**src/rtl/line_clear_engine.sv**
```systemverilog
// Row-compaction engine: snapshots the locked playfield, removes every full
// row (dropping the rows above it by one), and reports the compacted board,
// the number of rows removed and a saturating running score.
//
// state  | meaning
// IDLE   | waiting for start; board_out holds the previous result
// SCAN   | one row examined per clock, bottom to top
// DONE   | one-cycle completion pulse, results stable
module line_clear_engine #(
  parameter int ROWS    = 15,
  parameter int COLS    = 8,
  parameter int SCORE_W = 16
) (
  input  logic                          clk,
  input  logic                          reset,
  input  logic                          start,
  input  logic [ROWS-1:0][COLS-1:0]     board_in,
  output logic                          busy,
  output logic                          done,
  output logic [ROWS-1:0][COLS-1:0]     board_out,
  output logic [$clog2(ROWS+1)-1:0]     lines_cleared,
  output logic [SCORE_W-1:0]            score
);

  localparam int CW = $clog2(ROWS + 1);
  localparam int PW = (ROWS > 1) ? $clog2(ROWS) : 1;

  typedef enum logic [1:0] {
    IDLE   = 2'd0,
    SCAN   = 2'd1,
    DONE_S = 2'd2
  } state_t;

  state_t                      state;
  logic [ROWS-1:0][COLS-1:0]   work;
  logic [ROWS-1:0][COLS-1:0]   work_shift;
  logic [PW-1:0]               ptr;
  logic [CW-1:0]               cnt;
  logic                        row_full;
  logic [SCORE_W:0]            pts;
  logic [SCORE_W:0]            score_sum;
  logic [SCORE_W-1:0]          score_next;

  // Row under the pointer is full when every cell is occupied.
  always_comb begin
    row_full = &work[ptr];
  end

  // Drop rows 0..ptr-1 into rows 1..ptr and open an empty row at the top.
  always_comb begin
    work_shift = work;
    for (int r = 0; r < ROWS; r++) begin
      if (r == 0) begin
        work_shift[r] = '0;
      end else if (r <= int'(ptr)) begin
        work_shift[r] = work[r-1];
      end
    end
  end

  // Points for this clear; from 4 lines up the table equals 2*n.
  always_comb begin
    pts = '0;
    case (cnt)
      CW'(0):  pts = (SCORE_W+1)'(0);
      CW'(1):  pts = (SCORE_W+1)'(1);
      CW'(2):  pts = (SCORE_W+1)'(3);
      CW'(3):  pts = (SCORE_W+1)'(5);
      default: pts = (SCORE_W+1)'(cnt) << 1;
    endcase
  end

  // Add with one guard bit, then clamp to all-ones on overflow.
  always_comb begin
    score_sum  = {1'b0, score} + pts;
    score_next = score_sum[SCORE_W] ? {SCORE_W{1'b1}} : score_sum[SCORE_W-1:0];
  end

  // Control FSM with registered Moore outputs and result registers.
  always_ff @(posedge clk or negedge reset) begin
    if (!reset) begin
      state         <= IDLE;
      work          <= '0;
      board_out     <= '0;
      ptr           <= PW'(ROWS - 1);
      cnt           <= '0;
      lines_cleared <= '0;
      score         <= '0;
      busy          <= 1'b0;
      done          <= 1'b0;
    end else begin
      case (state)
        IDLE: begin
          done <= 1'b0;
          busy <= 1'b0;
          if (start) begin
            work  <= board_in;
            ptr   <= PW'(ROWS - 1);
            cnt   <= '0;
            busy  <= 1'b1;
            state <= SCAN;
          end
        end
        SCAN: begin
          if (row_full) begin
            // ptr stays put so the row that just dropped in is re-examined
            work <= work_shift;
            cnt  <= cnt + CW'(1);
          end else if (ptr == '0) begin
            board_out     <= work;
            lines_cleared <= cnt;
            score         <= score_next;
            done          <= 1'b1;
            state         <= DONE_S;
          end else begin
            ptr <= ptr - PW'(1);
          end
        end
        DONE_S: begin
          done  <= 1'b0;
          busy  <= 1'b0;
          state <= IDLE;
        end
        default: begin
          done  <= 1'b0;
          busy  <= 1'b0;
          state <= IDLE;
        end
      endcase
    end
  end

endmodule

```
**config.mk**
```make
export PLATFORM = sky130hd
export DESIGN_NAME = line_clear_engine
export DESIGN_NICKNAME = d
export VERILOG_FILES = /design/src/rtl/line_clear_engine.sv
export SDC_FILE = /design/constraint.sdc
export NUM_CORES = 1
export LEC_CHECK = 0
export ABC_AREA = 0
export CAP_MARGIN = 20
export CORE_AREA = 4 4 161 163
export DETAILED_ROUTE_END_ITERATION = 7
export DIE_AREA = 0 0 165 167
export PLACE_DENSITY = 0.92
export SLEW_MARGIN = 40
export SYNTH_ARGS = -nofsm -noshare
export SYNTH_HDL_FRONTEND = slang
export SYNTH_SLANG_ARGS = --single-unit
```
**constraint.sdc**
```tcl
create_clock -name clk -period 4.5 [get_ports clk]
set_clock_uncertainty 0.2 [all_clocks]
set_input_delay 0.9 -clock clk [delete_from_list [all_inputs] [get_ports clk]]
set_output_delay 0.9 -clock clk [all_outputs]
set_load 0.05 [all_outputs]
```
==> summary.md, run 1 <==
The run finished with clean final reports. The clock tree buffer depth was 3; the path length in cells of the critical path was 8. For the worst flop-to-flop path, the logic depth is 8. The end of the worst register-to-register path is board_out[105]. The sort of element at the end of the critical path was a flop.

TritonCTS built the clock tree. The detailed router placed 10.7k vias in this run. The number of global-route vias before repair was 11.1k. Of the total power, the clock network draws 18.0%. The starting utilization of the core area was 54.4%; the number of unique standard cell types used by synthesis was 70. The detailed-route vias per instance was 5.94; the pin count of the biggest net entering global routing was 113. The portion of synthesized area spent on multiplexers is 21.3%. Setup repair after global routing left no endpoint under its margin. The logs give 13200 µm² for the post-synthesis instance area and 550 ps for the slack of the worst reg-to-reg path. Counting flops with an async set or reset pin after synthesis yields a share of 100%. The power per cell area was 767 nW/µm²; the total number of placement rows was 57. Global routing finished with a remaining overflow of 0. The filler cells instantiated in the layout total 1638. Derived from the worst setup path, the maximum achievable clock frequency is 0.253 GHz. Setup violations remaining at the end of the flow were counted as 0.

The total area of multi-input combinational cells was 6050 µm². The tools report the clock root buffer as clkbuf_16. The number of buffers added by the clock tree synthesis step came out at 28.

The prevailing post-synth register cell is dfrtp_1. The logs give 0 for the final max-slew violation count and 7.28 mW for the cell-internal power. The number of buffers added on ports was 264. The biggest area contributor in the post-synthesis netlist is dfrtp_1.

The number of H-tree levels is 1. The delay of the slowest cell on the worst path was 1050 ps; the count of cells resized by post-cts repair was 0. The headroom to the max-slew limit was 42.6%; the data required time at the worst endpoint was 4720 ps. After clock tree synthesis, the clock-pin slew on the worst setup and hold paths is 70 ps.

Of the total synthesized cell area, the portion taken by AND, OR, NAND and NOR gates is 13.9%. The area growth from synthesis to layout works out to 29.3%. The run gives 24300 µm² as the core region area. The synthesized design contains 0 enable-type register cells. The floorplan step set the die height to 167 µm. The yosys synthesis warning count is 0.

The part of the cycle the worst path needs is 87.8%, and the first-pass GRT wire length is 62000 µm. The synthesized design devotes to its leading area cell type 50.8% of total area. The number of instances in the synthesized netlist is 1209, and the antenna violation net count after detailed routing is 0.

At the end of the flow the core is filled with cells to 70.4%. The area share of xor/xnor cells in the synthesized design came out at 0.132%. The number of setup buffers added after CTS is 0. Each instance of the synthesized netlist takes up on average 11.0 µm².

The wire length reported by the detailed router was 39800 µm. For this design the total switching power over the nets is 5.85 mW. The run gives 7.88 nW as the leakage power. After synthesis, the largest family of logic cells by area is multiplexers. For the initial antenna violation count, the log shows 1.

The die covers 27600 µm². In this run switching power makes up 44.6% of total power. The logs give 0.925 for the final weighted congestion in routability-driven placement and 0 for the final antenna diode count. The synthesized netlist devotes 1.38% of its cell area to adder and majority cells. The width of the chip is 165 µm. The detailed router finished its first iteration with 999 violations. Registers are responsible for 35.1% of the overall power.

The post-route netlist has 20.8% of its cells at a drive strength greater than 1. The worst-case IR drop observed on VDD is 475 µV. The number of storage elements in the synthesis netlist was 272. The share of the Yosys chip area taken by registers is 51.4%. The number of buffers and inverters on the critical path came out at 1. Sum of negative setup slack: 0 ps. 265 I/O pins were placed. The critical path goes through and2_0, a221o_1, a21oi_1, nor4_4, a22oi_4, nand2_4, buf_12, mux2_2. For this design, the sink count on the clock tree is 272. Broken down by cell family, the worst path's largest delay share belongs to simple AND/OR/NAND/NOR gates.

The worst-margin pin slew works out to 861 ps. The leading cell type by number of instances after synthesis was nand2_1. Ranked by instance count, the synthesized netlist is headed by nand2_1 (316), dfrtp_1 (269), mux2_2 (215). In this run, post-CTS hold repair placed 0 buffers. STA puts the critical path data arrival time at 4170 ps.

The critical register-to-register path startpoint was ptr[1]. By area the synthesized netlist is led by dfrtp_1 (51%), mux2_2 (18%), nand2_1 (9.0%), mux2i_1 (2.0%), ha_1 (1.2%). Summing the areas of all compound-gate instances in the mapped netlist gives 8.74% of the synthesized area. At the end of the flow, the number of nets in the layout was 1589. Total track usage: 28.5%.

The tools report the hold violation count in the final report as 0. When the netlist entered floorplanning its net count stood at 1346. In the final routed layout, each cell accounts on average for 22.2 µm. The routed design could run at a clock period as short as 3950 ps. In the final layout, flip-flops and latches occupy 6810 µm². Clock insertion delay at the later pin of the skew report: 540 ps.

The logs give 0 for the max-capacitance violation count and 5 for the first-pass iteration count of the detailed router. The kind of start point of the critical path is a flop. The post-detailed-placement half-perimeter wirelength is 27900 µm, and the maximum fanout encountered on the critical timing path is 68. After detailed routing, the number of remaining DRC violations is 0. On the critical path, the stage with the largest delay is an instance of dfstp_2. The type of the worst setup path was flop to flop.

The class of the most critical hold timing path was input pin to asynchronous set/reset pin. Portion of total power attributed to combinational logic: 46.9%.
==> stage by stage <==
step / instances / hold WS, ps / setup slack (ps) / cell area [µm²] / total power [mW]
after floorplan: 1209 / 288 / 1460 / 13200 / 8.47
after global routing: 1794 / 111 / 423 / 17100 / 13.8
final: 1794 / 89.0 / 548 / 17100 / 13.1
after CTS: 1792 / 273 / 549 / 17100 / 13.1
after global placement: 1743 / 261 / 587 / 16100 / 10.4
after detailed placement: 1744 / 267 / 568 / 16100 / 10.6
==> area by class of cell <==
| cell class | count | share of cell area [%] |
|---|---|---|
| clock inverter | 9 | 0.767 |
| clock buffer | 39 | 4.63 |
| timing repair buffer | 284 | 16.9 |
| multi-input combinational | 853 | 35.3 |
| tap | 324 | 2.37 |
| sequential | 272 | 39.8 |
| inverter | 13 | 0.285 |
==> cells by family after synthesis <==
logic type      after synthesis
buf+inv                      84
mux                         253
xor+xnor                      2
fa+ha+maj                    14
simple gates                430
compound gates              154
flops                       272
==> layout by cell type, fill, tap and decap left out, types with 13 or more instances in the layout <==
cell type        synthesis  layout
ha_1                    13      13
dfrtp_1                269     268
nor2_1                  35      35
a21oi_1                 31      31
mux2_2                 215     215
buf_4                    5      13
o21ai_0                 32      30
clkbuf_16                0      29
clkdlybuf4s50_1          0     263
nand2_1                316     316
a2bb2oi_1               14      14
o22ai_1                 14      14
mux2i_1                 26      26
nand3_1                 20      20
==> worst max-delay path by stage <==
stage / from / endpoint / slack (ps)
3_5_place_dp: ptr[0] / board_out[14] / 570
6_report: ptr[1] / board_out[105] / 550
2_1_floorplan: ptr[1] / work[10] / 1460
4_1_cts: ptr[0] / board_out[105] / 550
5_1_grt: ptr[1] / board_out[105] / 420
3_3_place_gp: ptr[1] / work[72] / 590
==> flip-flops by register name, summed over array words and instances, names as in the netlist <==
name and cells:
cnt 4, board_out 120, score 16, ptr 4, lines_cleared 4, work 120
state 2, busy 1, done 1
==> power by group through the flow <==
| stage | Combinational (mW) | Clock (mW) | Sequential [mW] |
|---|---|---|---|
| 2_1_floorplan | 2.86 | 0 | 5.61 |
| 3_3_place_gp | 5.85 | 0 | 4.55 |
| 3_5_place_dp | 6.04 | 0 | 4.61 |
| 4_1_cts | 6.10 | 2.38 | 4.59 |
| 5_1_grt | 6.56 | 2.49 | 4.71 |
| 6_report | 6.16 | 2.37 | 4.61 |
==> metal layers <==
layer	vias up	share of wire, %	global-route usage [%]
met1	5272	40	37.9
met4	2	3.7	10.1
li1	4720	-	-
met5	-	0.033	0
met2	552	48	46.0
met3	109	8.4	6.38
Power figures use the tool's default switching activity.
==> run 2: changes to the inputs <==
Settings changed: CELL_PAD_IN_SITES_DETAIL_PLACEMENT set to 0, CELL_PAD_IN_SITES_GLOBAL_PLACEMENT set to 1, CORE_AREA 4 4 161 163 to 4 4 179 181, DIE_AREA 0 0 165 167 to 0 0 183 185, PLACE_DENSITY 0.92 to 0.94.
==> run 2 against run 1 <==
- global-route usage down 5.5 points
- fmax is 0.91% lower
- routed wire length about the same
- largest power group unchanged
- clock power up 6%
==> summary.md, run 2 (same netlist as run 1, synthesis figures left out) <==
Headroom to the max-slew limit came out at 49.5%. After filler insertion, the fill cell instance count of the layout stands at 2542. Clock-pin slew was measured on the worst setup and hold paths at 60 ps.

The analysis attributes to cell leakage a power of 7.93 nW. In the final layout, the share of cells above drive strength 1 is 21.5%. Global routing used 23.0% of the available tracks across all layers. For the final setup violation count, the log shows 0. Compared with the post-synthesis result, the final layout area differs by 30.8%.

The run gives 0 ps as the sum of negative setup slack. The sink count of the clock tree was 272. In this run the clock root is driven by a clkbuf_16. The clock period minus final worst setup slack was 3990 ps. The final total power is 13.2 mW. Entering global routing, the biggest net connects 105 pins. The die covers 33900 µm². The tools report the final max-slew violation count as 0. The worst-margin pin slew works out to 758 ps. STA classifies the critical path startpoint as a flop. After clock tree synthesis, the repair step resized 0 gates. Summing all flip-flop and latch instances after layout gives 6810 µm². The routed layout has 10.4k vias. The DRC violation count after routing is 0. The worst-case IR drop observed on VDD is 469 µV. The wire length reported by the detailed router is 39800 µm.

Following the worst setup path forward leads to its endpoint at board_out[43]. The critical path launch point is ptr[2]. Of the available clock period, the critical path in the final layout requires 88.6%. On the final layout, the worst hold slack is 11.6 ps. The setup path with the least slack is of type flop to flop. Power per cell area: 764 nW/µm². The number of buffers added on ports was 264.

The tightest min-delay check is of the input pin to asynchronous set/reset pin type. The multi-input combinational cells in the finished layout cover a total of 6050 µm². Once the floorplan was initialized, standard cells occupied 43.5% of the core. STA puts the critical path data arrival time at 4210 ps.

The finished layout holds 1877 standard cells, fillers aside. Leaving out fill and tap cells, the most frequent cells in the layout are nand2_1 (316), dfrtp_1 (268), clkdlybuf4s50_1 (263), mux2_2 (215), nor2_1 (35). For the initial detailed-routing violation count, the log shows 844. The share of the core filled with cells was 56.9%.

Using the TritonRoute via totals, the vias-per-cell ratio works out to 5.53. The max-capacitance violation count is 0, and the clock tree buffer depth is 3. In this run the standard cell core region covers 30400 µm². The die is 183 µm wide. The number of global-route vias before repair was 10.5k. Including well taps, the total number of placed cells is 1819. The congestion estimate from routability-driven global placement came to 0.852.

The tools report the highest achievable clock rate as 0.251 GHz. The worst register-to-register path ends at board_out[43]. The post-detailed-placement half-perimeter wirelength is 28600 µm, and the first-pass GRT wire length is 61800 µm. Row generation in the floorplan step produced 64 rows.

Leaving out fill and tap cells, the most frequent cell in the layout is nand2_1. The run finished with clean final reports. In the final layout, the registers with the most flip-flops are board_out x120, work x120, score x16.

Post-CTS timing repair inserted 0 buffers for setup. The hold violation count in the final report came out at 0. The remaining global-route overflow is 0.

Number of buffers added by the clock tree synthesis step: 29. TritonCTS built the clock tree. The number of hold buffers added after CTS was 0; the slack of the worst reg-to-reg path was 510 ps. The layout net count was 1594. The later pin in the worst-skew pair is clocked with a latency of 560 ps. The height of the die was 185 µm; the first-pass iteration count of the detailed router was 5. The maximum fanout encountered on the critical timing path was 58; the number of H-tree levels was 1. Setup repair after global routing left no endpoint under its margin.

The detailed-route wire length per cell was 21.2 µm. The startpoint identified for the worst register-to-register timing path is ptr[2]. The worst setup path is captured at a flop. For the worst setup path, the data required time is 4720 ps. The detail route stage leaves a number of antenna-violating nets equal to 0. During I/O placement, the number of pins put on the boundary was 265. The worst-case reg-to-reg path depth works out to 8.

The tools report the initial antenna violation count as 4.
## run 2: cell types whose count changed in the layout (fill, tap and decap cells not counted), moves of 2 or more
cell,before,now
inv_6,0,2
clkinvlp_4,2,4
buf_4,13,17
clkinv_4,0,2
clkbuf_8,3,6
## run 2: worst max-delay path, stage by stage, from the launching register on
cell and delay (ps):
dfstp_2 890, inv_1 350, a32oi_1 290, o221ai_1 180, nor3_2 390, a22oi_4 270, nand2_8 440, buf_4 380
mux2_2 370
## run 2: metal layers
metal | vias to the layer above | share of wire, % | GRT usage [%]
met4 | 6 | 2.8 | 6.35
met3 | 76 | 7.8 | 5.30
met5 | - | 0.083 | 0
li1 | 4728 | - | -
met2 | 371 | 47 | 37.2
met1 | 5196 | 42 | 31.3
## run 2: layout make-up
| type | instances | share of cell area (%) |
|---|---|---|
| tap | 396 | 2.86 |
| inverter | 13 | 0.282 |
| sequential | 272 | 39.3 |
| clock inverter | 14 | 1.13 |
| multi-input combinational | 853 | 34.9 |
| clock buffer | 40 | 4.72 |
| timing repair buffer | 288 | 16.8 |
| antenna | 1 | 0.0144 |
## run 2: worst min path at each step
stage                          from             to  slack (ps)  depth (start not counted)
final                         reset   board_out[3]          10                          1
after detailed placement       busy           busy         270                          2
after floorplan           work[119]      work[119]         290                          1
after global placement         busy           busy         260                          2
after CTS                     reset        work[6]         230                          1
after global routing          reset  board_out[10]          10                          1
## run 2: stage by stage
step / area, µm² / setup slack [ps]
floorplan: 13200 / 1460
global placement: 16200 / 693
detailed placement: 16300 / 601
CTS: 17300 / 590
global route: 17300 / 332
finish: 17300 / 512
## run 2: power breakdown
part	internal [mW]	switching (mW)	leakage (nW)
sequential	3.45	1.16	3.45
combinational	2.44	3.67	3.99
clock	1.51	1.01	0.483
total	7.39	5.84	7.93
==> patch: new RTL, flow settings as in run 2 <==
Encoding of `state_t`: now one-hot (3 bits for 3 states).
--- a/src/rtl/line_clear_engine.sv
+++ b/src/rtl/line_clear_engine.sv
@@ -25,10 +25,10 @@
   localparam int CW = $clog2(ROWS + 1);
   localparam int PW = (ROWS > 1) ? $clog2(ROWS) : 1;
 
-  typedef enum logic [1:0] {
-    IDLE   = 2'd0,
-    SCAN   = 2'd1,
-    DONE_S = 2'd2
+  typedef enum logic [2:0] {
+    IDLE   = 3'b001,
+    SCAN   = 3'b010,
+    DONE_S = 3'b100
   } state_t;
 
   state_t                      state;
Behaviour: no difference found for any inputs over 4 cycles, from zero or initial values and one cycle with reset low; so few cycles prove little.
==> patch against run 2 <==
- final cell count down 1.2%
- wire length down 5.9%
- design area down 0.14%
- worst setup slack better by 0.26 ns
- sequential cell count up 1
- synthesized area down 1.1%
- die area unchanged
- largest cell class unchanged
Power is not compared: it rests on default switching activity, and its combinational part moved more than twofold at a synthesized area within 25%.
==> patch: results (changes against run 2) <==
grt_max_degree: 111  # +5.7%
gp_congestion: 0.877  # +2.9%
vias: 10100  # -2.2%
place_ws_ns: 0.590  # -0.0110 ns
power_mw: 9.17
drive_gt1_share_pct: 22.3  # +0.86 points
worst_pin_slew_ns: 0.795  # +0.0367 ns
synth_area_leaders: "dfrtp_1 51%, mux2_2 18%, nand2_1 7.8%, mux4_2 1.5%, o21ai_0 1.5%"
reg2reg_to: "work[86]"
via_per_inst: 5.47  # -1.0%
drtIter0Drc: 716  # -15%
antenna_found_initial: 0  # -4
place_hpwl_um: 26300  # -7.8%
yosysWarnings: 0  # unchanged
critPathLaunch: "ptr[0]"
first_global_vias: 10600  # +0.43%
ys_seq_area_share_pct: 52.2  # +0.79 points
cp.arrival_ns: 3.96  # -0.25 ns
place_inst: 1799  # -1.1%
syn_nets: 1321  # -1.9%
postPlaceCellArea_mm2: 0.0162  # -0.12%
nNetsFinal: 1573  # -1.3%
nFillCells: 2545  # +0.12%
status: "finished, final reports clean"
reg2regPathDepth: 7  # -1
ys_types: 61  # -13%
clock.fmax_ghz: 0.268  # +7.0%
diodes: 0  # -1
crit_path_max_fanout: 16  # -72%
grt_first_pass_wirelength_um: 60100  # -2.7%
post_synth.cell_area_avg_um2: 11.1  # +0.96%
hold_slack_ns: 0.0110  # -0.000512 ns
grt_usage_pct: 22.0  # -0.98 points
synth.cells.most_frequent: "272 x nand2_1, 269 x dfrtp_1, 213 x mux2_2"
wl_per_cell_um: 20.2  # -4.8%
area_growth_pct: 32.1
r2r-start: "ptr[0]"
rrSetupSlack_ns: 0.77  # +0.26 ns
biggestRegsByFlops: "board_out x120, work x120, score x16"
==> patch: changes by cell type after synthesis, moves of 9 or more <==
| cell | change |
|---|---|
| mux2i_1 | -18 |
| nand3_1 | +13 |
| nor2_1 | +14 |
| a31oi_1 | +21 |
| nand2_1 | -44 |
| nand4_1 | +9 |
| inv_1 | +10 |
| o32a_1 | +15 |
| a21oi_1 | -13 |
| mux4_2 | +9 |
==> patch: where the power goes <==
| group | internal (mW) | switching (mW) | leakage (nW) |
|---|---|---|---|
| clock network | 1.54 | 1.01 | 0.488 |
| logic | 1.30 | 1.46 | 3.77 |
| registers | 3.07 | 0.787 | 3.52 |
==> patch: worst max-delay path, cell delays in order, from the launching register on <==
cell	delay (ns)
dfrtp_1	0.81
inv_1	0.29
nor3_1	0.25
o31ai_1	0.13
nor4_2	0.52
nand3_1	0.39
o31ai_4	0.61
mux2_2	0.39
==> patch: layout make-up <==
cell class                      count  area share, %
Clock buffer                       38           4.62
Clock inverter                     16           1.30
Inverter                           23          0.499
Multi-Input combinational cell    819           34.1
Sequential cell                   273           39.5
Tap cell                          396           2.86
Timing Repair Buffer              290           17.1
==> patch: kinds of logic after synthesis <==
kind of cell,Yosys count,synth area share [%]
muxes,234,20.8
and+or+nand+nor,411,13.4
buffers and inverters,92,3.03
DFF,273,52.2
xor gates and xnor gates,2,0.134
AOI/OAI and AO/OA,158,9.04
adders and majority gates,14,1.40
==> patch: routing by layer <==
layer	up-vias	part of all wire, %	global-route usage (%)	routed length, um
met1	5049	45	32.0	16800
li1	4676	-	-	-
met4	0	2.2	5.04	820
met5	-	0	0	0
met2	364	47	34.7	17500
met3	59	6.5	3.83	2440
